<file path="src/rtl/issue2_pair_fetch_buffer.sv">
// Instruction fetch queue feeding a primary issue slot plus an optional second (dual-issue) slot.
// Optional dual-issue pair counter is built when ISSUE2_PAIR_STATS_EN is defined.
module issue2_pair_fetch_buffer #(
    parameter int unsigned DEPTH = 4
) (
    input  logic        clk,
    input  logic        rst,
    input  logic        flush_i,
    input  logic        fetch_valid_i,
    input  logic [31:0] fetch_rdata_i,
    input  logic [31:0] fetch_addr_i,
    output logic        fetch_ready_o,
    output logic        pi_valid_o,
    output logic [31:0] pi_instr_o,
    output logic [31:0] pi_addr_o,
    output logic        i2_valid_o,
    output logic [31:0] i2_instr_o,
    output logic [31:0] i2_addr_o,
    output logic        in_line_ok_o,
    input  logic        id_ready_i,
    input  logic        i2_take_i,
    output logic [31:0] dual_pair_cnt_o
);

    localparam int unsigned PtrW = (DEPTH > 1) ? $clog2(DEPTH) : 1;
    localparam int unsigned CntW = PtrW + 1;
    localparam logic [CntW-1:0] DepthC = CntW'(DEPTH);

    logic [31:0]     word_q [DEPTH];
    logic [31:0]     addr_q [DEPTH];
    logic [PtrW-1:0] rd_ptr_q, rd_ptr_d;
    logic [PtrW-1:0] wr_ptr_q, wr_ptr_d;
    logic [PtrW-1:0] rd_ptr_nx;
    logic [CntW-1:0] count_q, count_d;
    logic [CntW-1:0] pop_cnt;
    logic            push;
    logic            pop_any;
    logic            pop_two;

    assign rd_ptr_nx = rd_ptr_q + PtrW'(1);

    always_comb begin
        // Readiness looks only at the registered fill level; a pop this cycle gives no credit.
        fetch_ready_o = !flush_i && (count_q < DepthC);
        push          = fetch_valid_i && fetch_ready_o;

        pi_valid_o = (count_q != '0);
        i2_valid_o = (count_q >= CntW'(2));
        pi_instr_o = pi_valid_o ? word_q[rd_ptr_q]  : 32'h0;
        pi_addr_o  = pi_valid_o ? addr_q[rd_ptr_q]  : 32'h0;
        i2_instr_o = i2_valid_o ? word_q[rd_ptr_nx] : 32'h0;
        i2_addr_o  = i2_valid_o ? addr_q[rd_ptr_nx] : 32'h0;

        in_line_ok_o = pi_valid_o && i2_valid_o
                    && (i2_addr_o == pi_addr_o + 32'd4)
                    && (pi_instr_o[1:0] == 2'b11)
                    && (i2_instr_o[1:0] == 2'b11);

        pop_any = pi_valid_o && id_ready_i;
        pop_two = pop_any && i2_take_i && in_line_ok_o;
        pop_cnt = pop_two ? CntW'(2) : (pop_any ? CntW'(1) : '0);
    end

    always_comb begin
        count_d  = count_q + CntW'(push) - pop_cnt;
        rd_ptr_d = rd_ptr_q + PtrW'(pop_cnt);
        wr_ptr_d = wr_ptr_q + PtrW'(push);
        if (flush_i) begin
            count_d  = '0;
            rd_ptr_d = '0;
            wr_ptr_d = '0;
        end
    end

    always_ff @(posedge clk) begin
        if (rst) begin
            count_q  <= '0;
            rd_ptr_q <= '0;
            wr_ptr_q <= '0;
        end else begin
            count_q  <= count_d;
            rd_ptr_q <= rd_ptr_d;
            wr_ptr_q <= wr_ptr_d;
        end
    end

    // Storage is not reset: the zero count already hides stale entries.
    always_ff @(posedge clk) begin
        if (push) begin
            word_q[wr_ptr_q] <= fetch_rdata_i;
            addr_q[wr_ptr_q] <= fetch_addr_i;
        end
    end

`ifdef ISSUE2_PAIR_STATS_EN
    logic [31:0] pair_cnt_q, pair_cnt_d;

    // A flush cancels the pop, so no pair is counted in that cycle.
    always_comb begin
        pair_cnt_d = pair_cnt_q;
        if (pop_two && !flush_i && (pair_cnt_q != 32'hFFFF_FFFF)) begin
            pair_cnt_d = pair_cnt_q + 32'd1;
        end
    end

    always_ff @(posedge clk) begin
        if (rst) begin
            pair_cnt_q <= 32'h0;
        end else begin
            pair_cnt_q <= pair_cnt_d;
        end
    end

    assign dual_pair_cnt_o = pair_cnt_q;
`else
    assign dual_pair_cnt_o = 32'h0;
`endif

endmodule

</file>
<file path="config.mk">
export PLATFORM = sky130hd
export DESIGN_NAME = issue2_pair_fetch_buffer
export DESIGN_NICKNAME = d
export VERILOG_FILES = /design/src/rtl/issue2_pair_fetch_buffer.sv
export SDC_FILE = /design/constraint.sdc
export NUM_CORES = 1
export LEC_CHECK = 0
export CORE_ASPECT_RATIO = 1.25
export CORE_MARGIN = 3
export CORE_UTILIZATION = 46
export DETAILED_ROUTE_END_ITERATION = 8
export GPL_ROUTABILITY_DRIVEN = 0
export GPL_TIMING_DRIVEN = 0
export PLACE_DENSITY = 0.69
export SYNTH_ARGS = -nofsm -noshare
export SYNTH_HDL_FRONTEND = slang
export SYNTH_SLANG_ARGS = --single-unit
</file>
<file path="constraint.sdc">
create_clock -name clk -period 16.58 [get_ports clk]
set_clock_uncertainty 0.05 [all_clocks]
set_input_delay 2.487 -clock clk [delete_from_list [all_inputs] [get_ports clk]]
set_output_delay 2.487 -clock clk [all_outputs]
set_load 0.02 [all_outputs]
</file>
==> impl_metrics.yaml, run 1 <==
floorplan:
  core.rowCount: 73
  start_util: 0.471
  die_w_um: 168
  die_h_um: 209
  core_area_mm2: 0.0321
  dieArea_mm2: 0.0350
  io_pins: 234
timing:
  fin_tns_setup_ps: 0
  finalHoldViolations: 0
  fmax_mhz: 105
  period_minus_slack_ps: 9510
  slew_viol_final: 0
  period_share: 0.574
  rsz0062_at_grt: "no"
  worst_pin_slew_ps: 1050
  hold-worst-slack_ps: 553
  finalSetupViolCount: 0
  slew_headroom: 0.303
cells_and_area:
  layout-drive-gt1-share: 0.191
  mostFrequentLayoutCells: "256 x edfxtp_1, 201 x clkdlybuf4s50_1, 107 x mux4_2"
  syn_to_final_growth_pct: 25.1
  nNetsFinal: 1420
  final_area_mm2: 0.0189
  final_common_cell: "edfxtp_1"
  diodes: 0
global_route:
  met3_usage: 0.0694
  first_global_vias: 11000
  globalRouteMet2Util: 0.433
  grt.busiest_layer: "met2"
  grt.total_usage: 0.252
  grt_pass1_wl_mm: 66.8
  grt-ovfl-total: 0
  use_met1: 0.302
  grt_antenna_before_repair: 2
  grt_max_degree: 47
drt:
  drcViolationCount: 0
  drt-initial-drc-count: 1030
  routedWlPerCell_um: 25.4
  drt_wl_total_mm: 45.1
  ant_nets: 0
  vias: 10700
  dr.pass1.iters: 7
  viasPerCell: 6.02
clocking:
  cts_buffers: 28
  clockBufferDepth: 3
  cts.sinks: 263
  postCtsHoldBufs: 0
  cts_setup_buffers: 0
  cts_tree: "built"
  cts_resized: 0
  root_buffer: "clkbuf_16"
  path_clk_slew_ps: 60
  cts.htree.levels: 1
  insertion_delay_ps: 560
worst_setup_path:
  rr_worst_depth: 24
  critPathArrivalTime_ps: 6970
  endpoint_kind: "primary output"
  worstReg2RegStart: "rd_ptr_q[1]"
  path_max_fanout: 10
  ff2ff_setup_slack_ps: 9160
  reg2reg_to: "count_q[2]"
  critical_path_class: "register to primary output"
  required_ps: 14040
  cp-start-kind: "register"
yosys:
  synth_top_cell_by_area: "edfxtp_1"
  synthArstFlopShare: 0
  synth_edf_count: 256
  synth_top_area_share: 0.509
  ys_ff_latch: 263
  syn_area_mm2: 0.0151
  synth_area_leaders: "edfxtp_1 51%, mux4_2 16%, and2_1 4.2%, mux2i_1 2.9%, xor2_1 2.3%"
  ys.warnings.count: 0
  synth_cell_type_count: 83
  syn_avg_cell_area_um2: 14.1
  synthesis.instances: 1070
  yosysSeqAreaShare: 0.518
  ys_dominant_reg_cell: "edfxtp_1"
pwr:
  powerDensity_mw_per_mm2: 84.1
  power_mw: 1.59
  switchingPower_uw: 384
  switching_share: 0.241
  comb_power_share: 0.144
  seq_power_share: 0.472
  vdd_ir_drop_max_v: 0.0000817
  leakagePower_nw: 6.32
  power_frac_clock: 0.384
  p_int_mw: 1.21
hold_path:
  hold_class: "register to register"
  hp-start: "count_q[2]"
  min_to: "count_q[2]"
  min_path_cells: 2
placement:
  io_buffers: 201
  hpwlAfterDp_mm: 32.8
  dpl-instance-area_mm2: 0.0180
job:
  cap_viol_max_count: 0
run_status:
  status: "completed"
-- worst max-delay path by stage --
stage / start / cells past startpoint / end
floorplan: flush_i / 3 / addr_q[0][0]
global placement: flush_i / 4 / word_q[0][8]
detailed placement: rd_ptr_q[1] / 19 / in_line_ok_o
CTS: rd_ptr_q[1] / 19 / in_line_ok_o
global route: rd_ptr_q[1] / 19 / in_line_ok_o
finish: rd_ptr_q[1] / 19 / in_line_ok_o
-- power by group through the flow --
| stage | Combinational, mW | Sequential [mW] | Clock, mW |
|---|---|---|---|
| 2_1_floorplan | 0.124 | 0.762 | 0 |
| 3_3_place_gp | 0.221 | 0.765 | 0 |
| 3_5_place_dp | 0.227 | 0.763 | 0 |
| 6_report | 0.228 | 0.750 | 0.611 |
| 5_1_grt | 0.242 | 0.750 | 0.651 |
| 4_1_cts | 0.228 | 0.749 | 0.624 |
-- critical path: stages, from the launching register on --
cell and delay (ps):
dfxtp_1 380, buf_6 210, buf_6 190, buf_6 200, buf_4 270, buf_2 350, buf_2 350, buf_2 380
clkbuf_1 610, mux4_2 330, and2_1 160, ha_1 350, nand2_1 160, nor4_4 250, nand4_1 210, xor2_1 210
nand3_1 90, or4_4 530, nor4_1 420, clkdlybuf4s50_1 690
-- final cells by class --
| class | instances | area, um^2 |
|---|---|---|
| multi-input cells | 717 | 6700 |
| fillers | 2563 | 13200 |
| clock buffers | 35 | 748 |
| repair buffers | 214 | 2240 |
| flip-flops and latches | 263 | 7830 |
| clock inverters | 14 | 143 |
| well taps | 412 | 515 |
| plain buffers | 96 | 622 |
| inverters | 25 | 96.3 |
-- cells in the mapped netlist (all sizes together), types with 3 or more instances --
library cell and instances:
a211oi 15, a21oi 15, a221oi 5, a22oi 6, a311oi 3, and2 103
and3 7, buf 67, clkbuf 29, dfxtp 7, edfxtp 256, ha 4
inv 25, mux2 21, mux2i 45, mux4 114, nand2 67, nand2b 4
nand3 12, nand4 8, nor2 55, nor2b 5, nor3 14, nor3b 3
nor4 9, o211ai 4, o21ai 16, o221ai 5, o22ai 12, o2bb2ai 3
o31ai 4, or2 3, or3 8, or4 3, xnor2 34, xor2 40
-- metal layers --
metal	vias to the layer above	routed length, um
met3	137	4580
met1	5297	16000
met5	-	17
met2	604	22600
met4	4	1870
li1	4656	-
-- cell families after synthesis --
| logic type | after synthesis | synth area share |
|---|---|---|
| buffers and inverters | 121 | 0.0476 |
| AOI/OAI and AO/OA | 113 | 0.0549 |
| other | 1 | 0.000248 |
| muxes | 180 | 0.218 |
| xor gates and xnor gates | 74 | 0.0429 |
| adders and majority gates | 5 | 0.00464 |
| DFF | 263 | 0.518 |
| and+or+nand+nor | 313 | 0.113 |
-- stage by stage --
step | utilization | worst slack (ps) | instances
after floorplan | - | 8590 | 1101
after global placement | 0.553 | 4070 | 1714
after detailed placement | 0.562 | 7690 | 1727
after CTS | 0.589 | 7060 | 1776
after global routing | 0.589 | 6770 | 1776
final | 0.589 | 7070 | 1776
-- sequential cells by signal, summed over array words and instances, names as in the netlist --
| signal | cells |
|---|---|
| wr_ptr_q | 2 |
| word_q | 128 |
| addr_q | 128 |
| rd_ptr_q | 2 |
| count_q | 3 |
Power figures use the tool's default switching activity.
==> run 2: changes to the inputs <==
==> constraint.sdc (replaced) <==
create_clock -name clk -period 8.9 [get_ports clk]
set_clock_uncertainty 0.05 [all_clocks]
set_input_delay 1.335 -clock clk [delete_from_list [all_inputs] [get_ports clk]]
set_output_delay 1.335 -clock clk [all_outputs]
set_load 0.02 [all_outputs]
==> results of run 2 <==
Same layout as run 1 (identical final DEF). Status: completed.
Among the figures that moved: setup slack after placement 7690 ps -> 1160 ps; setup slack after layout 7070 ps -> 542 ps; register-to-register setup slack 9160 ps -> 1480 ps; total power 1.59 mW -> 2.96 mW; worst IR drop on VDD 0.0000817 V -> 0.000152 V
==> run 3: changes to the inputs <==
--- a/config.mk
+++ b/config.mk
@@ -9,7 +9,6 @@
 export CORE_MARGIN = 3
 export CORE_UTILIZATION = 46
 export DETAILED_ROUTE_END_ITERATION = 8
-export GPL_ROUTABILITY_DRIVEN = 0
 export GPL_TIMING_DRIVEN = 0
 export PLACE_DENSITY = 0.69
 export SYNTH_ARGS = -nofsm -noshare
==> impl_metrics.yaml, run 3 (synthesized netlist as in run 1, its figures left out) <==
drt:
  drt-initial-drc-count: 1083
  drcViolationCount: 0
  ant_nets: 0
  viasPerCell: 6.05
  routedWlPerCell_um: 26.6
  drt_wl_total_mm: 47.2
  vias: 10700
  dr.pass1.iters: 5
floorplan:
  core.rowCount: 73
  io_pins: 234
  die_h_um: 209
  start_util: 0.471
  dieArea_mm2: 0.0350
  die_w_um: 168
  core_area_mm2: 0.0321
global_route:
  grt.total_usage: 0.264
  grt_max_degree: 43
  first_global_vias: 10900
  grt_pass1_wl_mm: 69.0
  grt_antenna_before_repair: 2
  grt-ovfl-total: 0
cells_and_area:
  layout-drive-gt1-share: 0.188
  num-fill-cells: 2551
  fin_cells: 1774
  nNetsFinal: 1419
  diodes: 0
  multi_input_area_mm2: 0.00670
  ff_latch_area_mm2: 0.00783
  mostFrequentLayoutCells: "256 x edfxtp_1, 201 x clkdlybuf4s50_1, 107 x mux4_2"
  syn_to_final_growth_pct: 25.0
  final_common_cell: "edfxtp_1"
  reg_top3: "addr_q (128), word_q (128), count_q (3)"
timing:
  worst_pin_slew_ps: 1130
  period_share: 0.959
  fmax_mhz: 117
  slew_viol_final: 0
  hold-worst-slack_ps: 564
  rsz0062_at_grt: "no"
  slew_headroom: 0.249
  finalSetupViolCount: 0
  period_minus_slack_ps: 8540
  finalHoldViolations: 0
pwr:
  power_mw: 2.96
  comb_power_share: 0.146
  powerDensity_mw_per_mm2: 157
  seq_power_share: 0.471
  power_frac_clock: 0.383
  switchingPower_uw: 726
  switching_share: 0.245
  leakagePower_nw: 6.30
  vdd_ir_drop_max_v: 0.000177
  p_int_mw: 2.24
clocking:
  clockBufferDepth: 3
  cts_tree: "built"
  cts_setup_buffers: 0
  insertion_delay_ps: 560
  cts.htree.levels: 1
  cts.sinks: 263
  path_clk_slew_ps: 60
  cts_resized: 0
  postCtsHoldBufs: 0
  cts_buffers: 27
  root_buffer: "clkbuf_16"
worst_setup_path:
  required_ps: 7520
  critical_path_class: "register to primary output"
  crit_buf_inv: 9
  slowest_delay_ps: 700
  cp-start-kind: "register"
  path_delay_family: "buffers and inverters"
  path_max_fanout: 10
  critical-path-slowest-cell: "clkdlybuf4s50_1"
  endpoint_kind: "primary output"
  crit_chain: "buf_6 > buf_6 > buf_6 > buf_4 > buf_2 > buf_2 > buf_2 > clkbuf_1 > mux4_2 > and2_1 > ha_1 > nand2_1 > nor4_4 > nand4_1 > xor2_1 > nand3_1 > or4_4 > nor4_1 > clkdlybuf4s50_1"
  critPathArrivalTime_ps: 7150
placement:
  hpwlAfterDp_mm: 34.3
  io_buffers: 201
  gp_congestion: 0.934
  dpl.cell_count: 1727
job:
  cap_viol_max_count: 0
run_status:
  status: "completed"
hold_path:
  hold_class: "register to register"
run 3: cell count changes in the layout (fill, tap and decap cells not counted), sizes merged:
cell      delta
clkbuf       -1
clkinvlp     +1
clkinv       -3
bufinv       +1
run 3: worst register-to-register path, cell delays in order (launching register included):
cell	delay, ps
dfxtp_1	380
buf_6	210
buf_6	210
buf_6	220
buf_4	280
buf_2	350
buf_2	340
buf_2	380
clkbuf_1	630
mux4_2	350
and2_1	160
ha_1	350
nand2_1	160
nor4_4	270
nand4_1	250
xor2_1	220
nand3_1	120
or4_4	550
nor4_1	690
nand3_1	150
ha_1	330
fa_1	430
xnor2_1	200
xnor2_1	140
nor2_1	50
run 3: final timing paths:
| kind | start | endpoint | slack [ps] | cells after the start |
|---|---|---|---|---|
| hold reg to reg | count_q[2] | count_q[2] | 560 | 2 |
| setup / recovery | rd_ptr_q[1] | in_line_ok_o | 360 | 19 |
| setup reg to reg | rd_ptr_q[1] | count_q[2] | 1330 | 24 |
| hold / removal | count_q[2] | count_q[2] | 560 | 2 |
run 3: power groups by stage:
| stage | Combinational [mW] | Sequential, mW | Clock (mW) |
|---|---|---|---|
| final | 0.433 | 1.40 | 1.14 |
| after global routing | 0.457 | 1.40 | 1.21 |
| after CTS | 0.432 | 1.40 | 1.15 |
| after detailed placement | 0.429 | 1.42 | 0 |
| after global placement | 0.420 | 1.43 | 0 |
| after floorplan | 0.231 | 1.42 | 0 |
run 3: metal layers:
metal / GRT usage / part of all wire / vias up
met4: 0.100 / 0.039 / 2
met2: 0.450 / 0.50 / 554
met3: 0.0606 / 0.094 / 110
li1: - / - / 4663
met5: 0 / 0.00028 / -
met1: 0.328 / 0.37 / 5395
run 3: final cells by class:
| cell class | count | area share |
|---|---|---|
| sequential | 263 | 0.415 |
| multi-input combinational | 717 | 0.355 |
| timing repair buffer | 214 | 0.119 |
| clock buffer | 34 | 0.0372 |
| buffer | 96 | 0.0330 |
| tap | 412 | 0.0273 |
| clock inverter | 13 | 0.00869 |
| inverter | 25 | 0.00511 |
run 3: through the flow:
| step | cell area [um^2] | setup TNS (ps) | worst slack, ps | util |
|---|---|---|---|---|
| after detailed placement | 18000 | 0 | 953 | 0.562 |
| final | 18900 | 0 | 361 | 0.589 |
| after global routing | 18900 | 0 | 61.8 | 0.589 |
| after global placement | 17700 | -164050 | -2580 | 0.553 |
| after CTS | 18900 | 0 | 316 | 0.589 |
| after floorplan | 15200 | 0 | 2060 | - |
